**config.mk**
```make
export PLATFORM = sky130hd
export DESIGN_NAME = u_xmit_cfg
export DESIGN_NICKNAME = d
export VERILOG_FILES = /design/src/rtl/u_xmit_cfg.sv
export SDC_FILE = /design/constraint.sdc
export NUM_CORES = 1
export LEC_CHECK = 0
export ABC_CLOCK_PERIOD_IN_PS = 1800
export CAP_MARGIN = 10
export CORE_MARGIN = 4
export CORE_UTILIZATION = 35
export CTS_CLUSTER_DIAMETER = 60
export DETAILED_ROUTE_END_ITERATION = 8
export HOLD_SLACK_MARGIN = 0.02
export PLACE_DENSITY = 0.57
export SKIP_LAST_GASP = 1
export SYNTH_ARGS = -nofsm -noshare
export SYNTH_HDL_FRONTEND = slang
export SYNTH_SLANG_ARGS = --single-unit
export TNS_END_PERCENT = 20
```
**constraint.sdc**
```tcl
create_clock -name sys_clk -period 1.8 [get_ports sys_clk]
set_input_delay 0.45 -clock sys_clk [delete_from_list [all_inputs] [get_ports sys_clk]]
set_output_delay 0.45 -clock sys_clk [all_outputs]
set_load 0.02 [all_outputs]
```
**src/rtl/u_xmit_cfg.sv**
```systemverilog
// Parametrised UART transmitter: DATA_W data bits, OVS clocks per bit cell, 1/2 stop bits.
// Optional parity cell compiled in with `define U_XMIT_PARITY_EN.
module u_xmit_cfg #(
    parameter int DATA_W = 8,
    parameter int OVS    = 16
) (
    input  logic              sys_clk,
    input  logic              sys_rst,
    input  logic              xmitH,
    input  logic [DATA_W-1:0] xmit_dataH,
    input  logic              cfg_stop2H,
`ifdef U_XMIT_PARITY_EN
    input  logic              cfg_par_enH,
    input  logic              cfg_par_oddH,
`endif
    output logic              xmit_readyH,
    output logic              uart_xmitH,
    output logic              busyH,
    output logic              xmit_doneH
);

    localparam int CW = $clog2(OVS);
    localparam int BW = $clog2(DATA_W + 1);
    localparam logic [CW-1:0] CELL_LAST = CW'(OVS - 1);
    localparam logic [BW-1:0] BIT_LAST  = BW'(DATA_W - 1);

    typedef enum logic [2:0] {
        IDLE,
        START,
        DATA,
`ifdef U_XMIT_PARITY_EN
        PARITY,
`endif
        STOP
    } state_t;

    state_t            state_q, state_d;
    logic [CW-1:0]     cell_q, cell_d;
    logic [BW-1:0]     bit_q, bit_d;
    logic [DATA_W-1:0] shreg_q, shreg_d;
    logic              stop2_q, stop2_d;
    logic              stop_idx_q, stop_idx_d;
    logic              line_q, line_d;
    logic              busy_q, busy_d;
    logic              done_q, done_d;
`ifdef U_XMIT_PARITY_EN
    logic              par_en_q, par_en_d;
    logic              par_bit_q, par_bit_d;
`endif

    logic cell_last;
    logic stop_last;
    logic ready;
    logic xfer;

    assign cell_last = (cell_q == CELL_LAST);
    assign stop_last = cell_last && (stop_idx_q == stop2_q);
    assign ready     = (state_q == IDLE) || ((state_q == STOP) && stop_last);
    assign xfer      = xmitH && ready;

    always_comb begin
        state_d    = state_q;
        cell_d     = cell_q;
        bit_d      = bit_q;
        shreg_d    = shreg_q;
        stop2_d    = stop2_q;
        stop_idx_d = stop_idx_q;
`ifdef U_XMIT_PARITY_EN
        par_en_d   = par_en_q;
        par_bit_d  = par_bit_q;
`endif
        if (state_q != IDLE) begin
            cell_d = cell_last ? '0 : cell_q + CW'(1);
        end

        case (state_q)
            IDLE: ;
            START: begin
                if (cell_last) state_d = DATA;
            end
            DATA: begin
                if (cell_last) begin
                    shreg_d = shreg_q >> 1;
                    bit_d   = bit_q + BW'(1);
                    if (bit_q == BIT_LAST) begin
                        stop_idx_d = 1'b0;
`ifdef U_XMIT_PARITY_EN
                        state_d = par_en_q ? PARITY : STOP;
`else
                        state_d = STOP;
`endif
                    end
                end
            end
`ifdef U_XMIT_PARITY_EN
            PARITY: begin
                if (cell_last) begin
                    state_d    = STOP;
                    stop_idx_d = 1'b0;
                end
            end
`endif
            STOP: begin
                if (cell_last) begin
                    if (stop_idx_q != stop2_q) stop_idx_d = 1'b1;
                    else                       state_d    = IDLE;
                end
            end
            default: state_d = IDLE;
        endcase

        // Acceptance overrides the STOP->IDLE exit so back-to-back frames have no gap.
        if (xfer) begin
            state_d    = START;
            cell_d     = '0;
            bit_d      = '0;
            shreg_d    = xmit_dataH;
            stop2_d    = cfg_stop2H;
            stop_idx_d = 1'b0;
`ifdef U_XMIT_PARITY_EN
            par_en_d   = cfg_par_enH;
            par_bit_d  = (^xmit_dataH) ^ cfg_par_oddH;
`endif
        end

        // Line is registered from the next state so it changes on the same edge as the FSM.
        case (state_d)
            START:   line_d = 1'b0;
            DATA:    line_d = shreg_d[0];
`ifdef U_XMIT_PARITY_EN
            PARITY:  line_d = par_bit_d;
`endif
            default: line_d = 1'b1;
        endcase

        busy_d = (state_d != IDLE);
        done_d = (state_q == STOP) && stop_last;
    end

    always_ff @(posedge sys_clk or posedge sys_rst) begin
        if (sys_rst) begin
            state_q    <= IDLE;
            cell_q     <= '0;
            bit_q      <= '0;
            shreg_q    <= '0;
            stop2_q    <= 1'b0;
            stop_idx_q <= 1'b0;
            line_q     <= 1'b1;
            busy_q     <= 1'b0;
            done_q     <= 1'b0;
`ifdef U_XMIT_PARITY_EN
            par_en_q   <= 1'b0;
            par_bit_q  <= 1'b0;
`endif
        end else begin
            state_q    <= state_d;
            cell_q     <= cell_d;
            bit_q      <= bit_d;
            shreg_q    <= shreg_d;
            stop2_q    <= stop2_d;
            stop_idx_q <= stop_idx_d;
            line_q     <= line_d;
            busy_q     <= busy_d;
            done_q     <= done_d;
`ifdef U_XMIT_PARITY_EN
            par_en_q   <= par_en_d;
            par_bit_q  <= par_bit_d;
`endif
        end
    end

    assign xmit_readyH = ready;
    assign uart_xmitH  = line_q;
    assign busyH       = busy_q;
    assign xmit_doneH  = done_q;

endmodule
```
After elaboration in Yosys (flattened, before gate mapping). Index checks and enable logic that the tools add are counted.

Bits in registers: 24. Input bits: 12. Output and inout bits: 4. Logic and storage cells: 61.

Add/subtract/negate cells: 2. Eq/ne operators: 13. Muxes and demuxes: 23. Reductions and logical operators: 13.

Operators with widths (count): $mux W4 (6); $mux W8 (3); $mux W3 (6); $ne A3 B3 Y1 const B (4); $pmux W3 S4 (1); $eq A3 B2 Y1 const B (3); $reduce_bool A3 Y1 (3); $add A4 B1 Y4 const B (2); $eq A3 B1 Y1 const B (2); $reduce_bool A2 Y1 (3); $mux W1 (5); $reduce_and A5 Y1 (1); $eq A4 B3 Y1 const B (1); $eq A4 B4 Y1 const B (1); $pmux W1 S2 (2); $logic_and A1 B1 Y1 (3); $logic_not A3 Y1 (1); $reduce_and A2 Y1 (1); $eq A1 B1 Y1 (1); $logic_or A1 B1 Y1 (1); $ne A1 B1 Y1 (1).

Longest topological paths before layout.
Depth after elaboration: 8. Depth in mapped cells: 8. Gate-level depth less buffers: 6.

Worst setup path after synthesis. OpenSTA, ideal clock, no wires.

Path type: reg2out. Start: reg cell_q[0]. End: out xmit_readyH. Arrival: 1.428 ns. Required time: 1.350 ns. Path slack: -0.078 ns. Stages on the path, launching flop included: 6. Path buffers: 1. Cell sequence: dfrtp_1 -> ha_1 -> and3_1 -> buf_4 -> nand3_1 -> o21ai_0.

Word-level cells in the longest chain between the ends: 4.

Ends and longest elaborated chain: start, declared (line 38) `logic [CW-1:0] cell_q, cell_d;`; start signal, assigned (line 157) `cell_q <= cell_d;`; $eq A4 B4 Y1 (line 56) `assign cell_last = (cell_q == CELL_LAST);`; $logic_and A1 B1 Y1 (line 57) `assign stop_last = cell_last && (stop_idx_q == stop2_q);`; $logic_and A1 B1 Y1 (line 58) `assign ready = (state_q == IDLE) || ((state_q == STOP) && stop_last);`; $logic_or A1 B1 Y1 (line 58); end, declared (line 16) `output logic xmit_readyH,`.

No other way between the ends.

Worst setup path in the final report. Ends and elaborated chain as after synthesis.

==> impl_metrics.json <==
{
  "rsz0062_at_grt": "true",
  "grt_pass1_vias": 1013,
  "startpoint_type": "flop",
  "syn_avg_cell_area_um2": 10.9,
  "initial_core_util_pct": 36.1,
  "crit_fanout": 2,
  "grt_pass1_wl_um": 4440,
  "grt-ovfl-total": 0,
  "path_clk_slew_ps": 140,
  "synth_cell_types": 32,
  "period_share_pct": 104,
  "crit_path_end_kind": "primary output",
  "finalSetupViolations": 2,
  "grt_max_degree": 17,
  "antennaDiodeCount": 0,
  "die_area_um2": 4440,
  "power_leakage_uw": 0.000798,
  "cts_hold_buf": 0,
  "fp.dieW_um": 66.6,
  "hold_class": "input port to asynchronous set/reset pin",
  "worst_slack_ps": -65.3,
  "hpwl_um": 1790,
  "track_usage_pct": 13.1,
  "htreeDepth": 1,
  "area_growth_syn_to_layout_pct": 37.7,
  "cap_violations": 0,
  "nets": 166,
  "ir_worst_vdd_v": 0.000341,
  "drtAntennaViolNets": 0,
  "slew_viol_final": 0,
  "cts_buffers": 3,
  "io_buffers": 15,
  "slowest_stage": "dfrtp_1",
  "die_h_um": 66.6,
  "drtPass1Iterations": 4,
  "violations": "setup timing",
  "fill_cells": 332,
  "place_ws_ps": -177,
  "seq_area_um2": 602,
  "drc": 0,
  "post-route-min-period_ps": 1870,
  "wl_um": 2600,
  "cts_sinks": 24,
  "hold_viol": 0,
  "max_stage_delay_ps": 390,
  "crit_type": "flop to primary output",
  "cellPowerDensity_nw_per_um2": 899,
  "core_area_um2": 3340,
  "synth_edf_count": 0,
  "synth_warnings": 0,
  "antenna_found_initial": 0,
  "multi_input_area_um2": 603,
  "num_rows": 21,
  "viasPerCell": 4.87,
  "via_count": 959,
  "synth-seq-cells": 24,
  "clock.fmax_mhz": 536,
  "ys.flop_type": "dfrtp_1",
  "status": "finished, violations left",
  "cp_cell_sequence": "ha_2, and3_4, nand3_2, o21ai_2, buf_4",
  "yosysSeqAreaShare_pct": 50.0,
  "tritoncts": "done",
  "crit_arrival_ps": 1420,
  "async_reset_ff_share_pct": 100,
  "place.gp.congestion": 0.805,
  "syn_inst": 110,
  "wire_per_inst_um": 13.2,
  "cp.required_ps": 1350,
  "syn_area_um2": 1200,
  "skew_ps": 12.3,
  "syn_nets": 124,
  "io_pins": 16,
  "drive_gt1_share_pct": 33.8,
  "power_uw": 1490,
  "hold_ws_ps": 422,
  "clk_path_buf_depth": 2,
  "cts-root-buf": "clkbuf_4",
  "insertion_delay_ps": 310,
  "drtIter0Drc": 36
}
==> path summary, 6_finish.rpt <==
kind / startpoint / endpoint / slack (ps) / cells after the start
min in group sys_clk: shreg_q[4] / shreg_q[4] / 500 / 1
min: sys_rst / shreg_q[7] / 420 / 3
max in group asynchronous: sys_rst / state_q[0] / 1150 / 3
max: cell_q[0] / xmit_readyH / -70 / 5
max reg2reg: cell_q[0] / uart_xmitH / -40 / 7
min reg2reg: shreg_q[4] / shreg_q[4] / 500 / 1
==> flip-flops by register name, indices dropped and copies added (netlist names) <==
register    cells
shreg_q         8
uart_xmitH      1
stop_idx_q      1
bit_q           4
cell_q          4
stop2_q         1
xmit_doneH      1
state_q         3
busyH           1
==> cell usage in the layout (no fill, tap or decap), drive strengths merged, types with 2 or more instances in the layout <==
master	instances
buf	27
dfrtp	23
clkdlybuf4s50	13
nand2	11
nor2	11
a21o	7
a21oi	7
a22o	6
inv	4
xor2	4
clkbuf	4
nand3	4
nor3	3
o21ai	3
nor2b	2
nand4	2
mux2i	2
o211a	2
and3	2
mux2	2
ha	2
==> kinds of logic (layout without fill, tap and decap cells) <==
group / count (synthesis) / in the layout / synth area share (%)
compound gates: 25 / 26 / 15.4
xor+xnor: 5 / 5 / 4.26
fa+ha+maj: 2 / 2 / 2.08
buf+inv: 9 / 49 / 4.99
flops: 24 / 24 / 50.0
mux: 4 / 4 / 3.85
other cells: 1 / 1 / 0.312
simple gates: 40 / 40 / 19.1
==> worst max-delay path, delay by kind of cell, from the launching register on <==
kind | cells | cell delay [ps]
buffers and inverters | 1 | 150
adders and majority gates | 1 | 190
DFF | 1 | 390
AOI/OAI and AO/OA | 1 | 110
and+or+nand+nor | 2 | 270
==> cell usage after synthesis, drive strengths merged, types with 3 or more instances <==
library cell,instances,area [µm²]
nand2,11,41.3
a21oi,7,35.0
xor2,4,42.6
o21ai,3,15.0
nand3,4,25.0
a21o,7,52.6
dfrtp,23,576
nor2,11,41.3
nor3,3,30.0
buf,5,45.0
inv,4,15.0
a22o,6,52.6
==> what timing repair did <==
item,in CTS,in global routing
setup endpoints to repair,12,17
pin swaps,2,2
setup buffers,1,2
cloned,1,0
resized for setup,10,7
==> metal layers <==
layer | wire [µm] | vias up | global-route usage, %
li1 | - | 461 | -
met1 | 1220 | 465 | 16.8
met2 | 1220 | 25 | 21.3
met3 | 113 | 8 | 3.04
met4 | 49 | 0 | 5.33
met5 | 0 | - | 0
==> per-stage QoR <==
stage	cells	setup TNS, ps	utilization, %	area (µm²)
3_5_place_dp	189	-450	46.5	1550
4_1_cts	195	-315	48.3	1610
3_3_place_gp	189	-231	46.5	1550
5_1_grt	197	-404	49.7	1660
2_1_floorplan	110	0	-	1200
6_report	197	-103	49.7	1660
==> area by class of cell <==
cell class	instances	area share (%)
Tap cell	46	3.47
Multi-Input combinational cell	78	36.4
Clock buffer	4	1.58
Sequential cell	24	36.3
Inverter	4	0.906
Timing Repair Buffer	41	21.4
==> where the power goes <==
| group | internal (µW) | switching [µW] | total, µW | leakage (µW) |
|---|---|---|---|---|
| sequential | 640 | 60.3 | 700 | 0.000305 |
| clock | 86.2 | 154 | 241 | 0.0000150 |
| combinational | 294 | 256 | 550 | 0.000478 |
(Power assumes the default switching activity.)
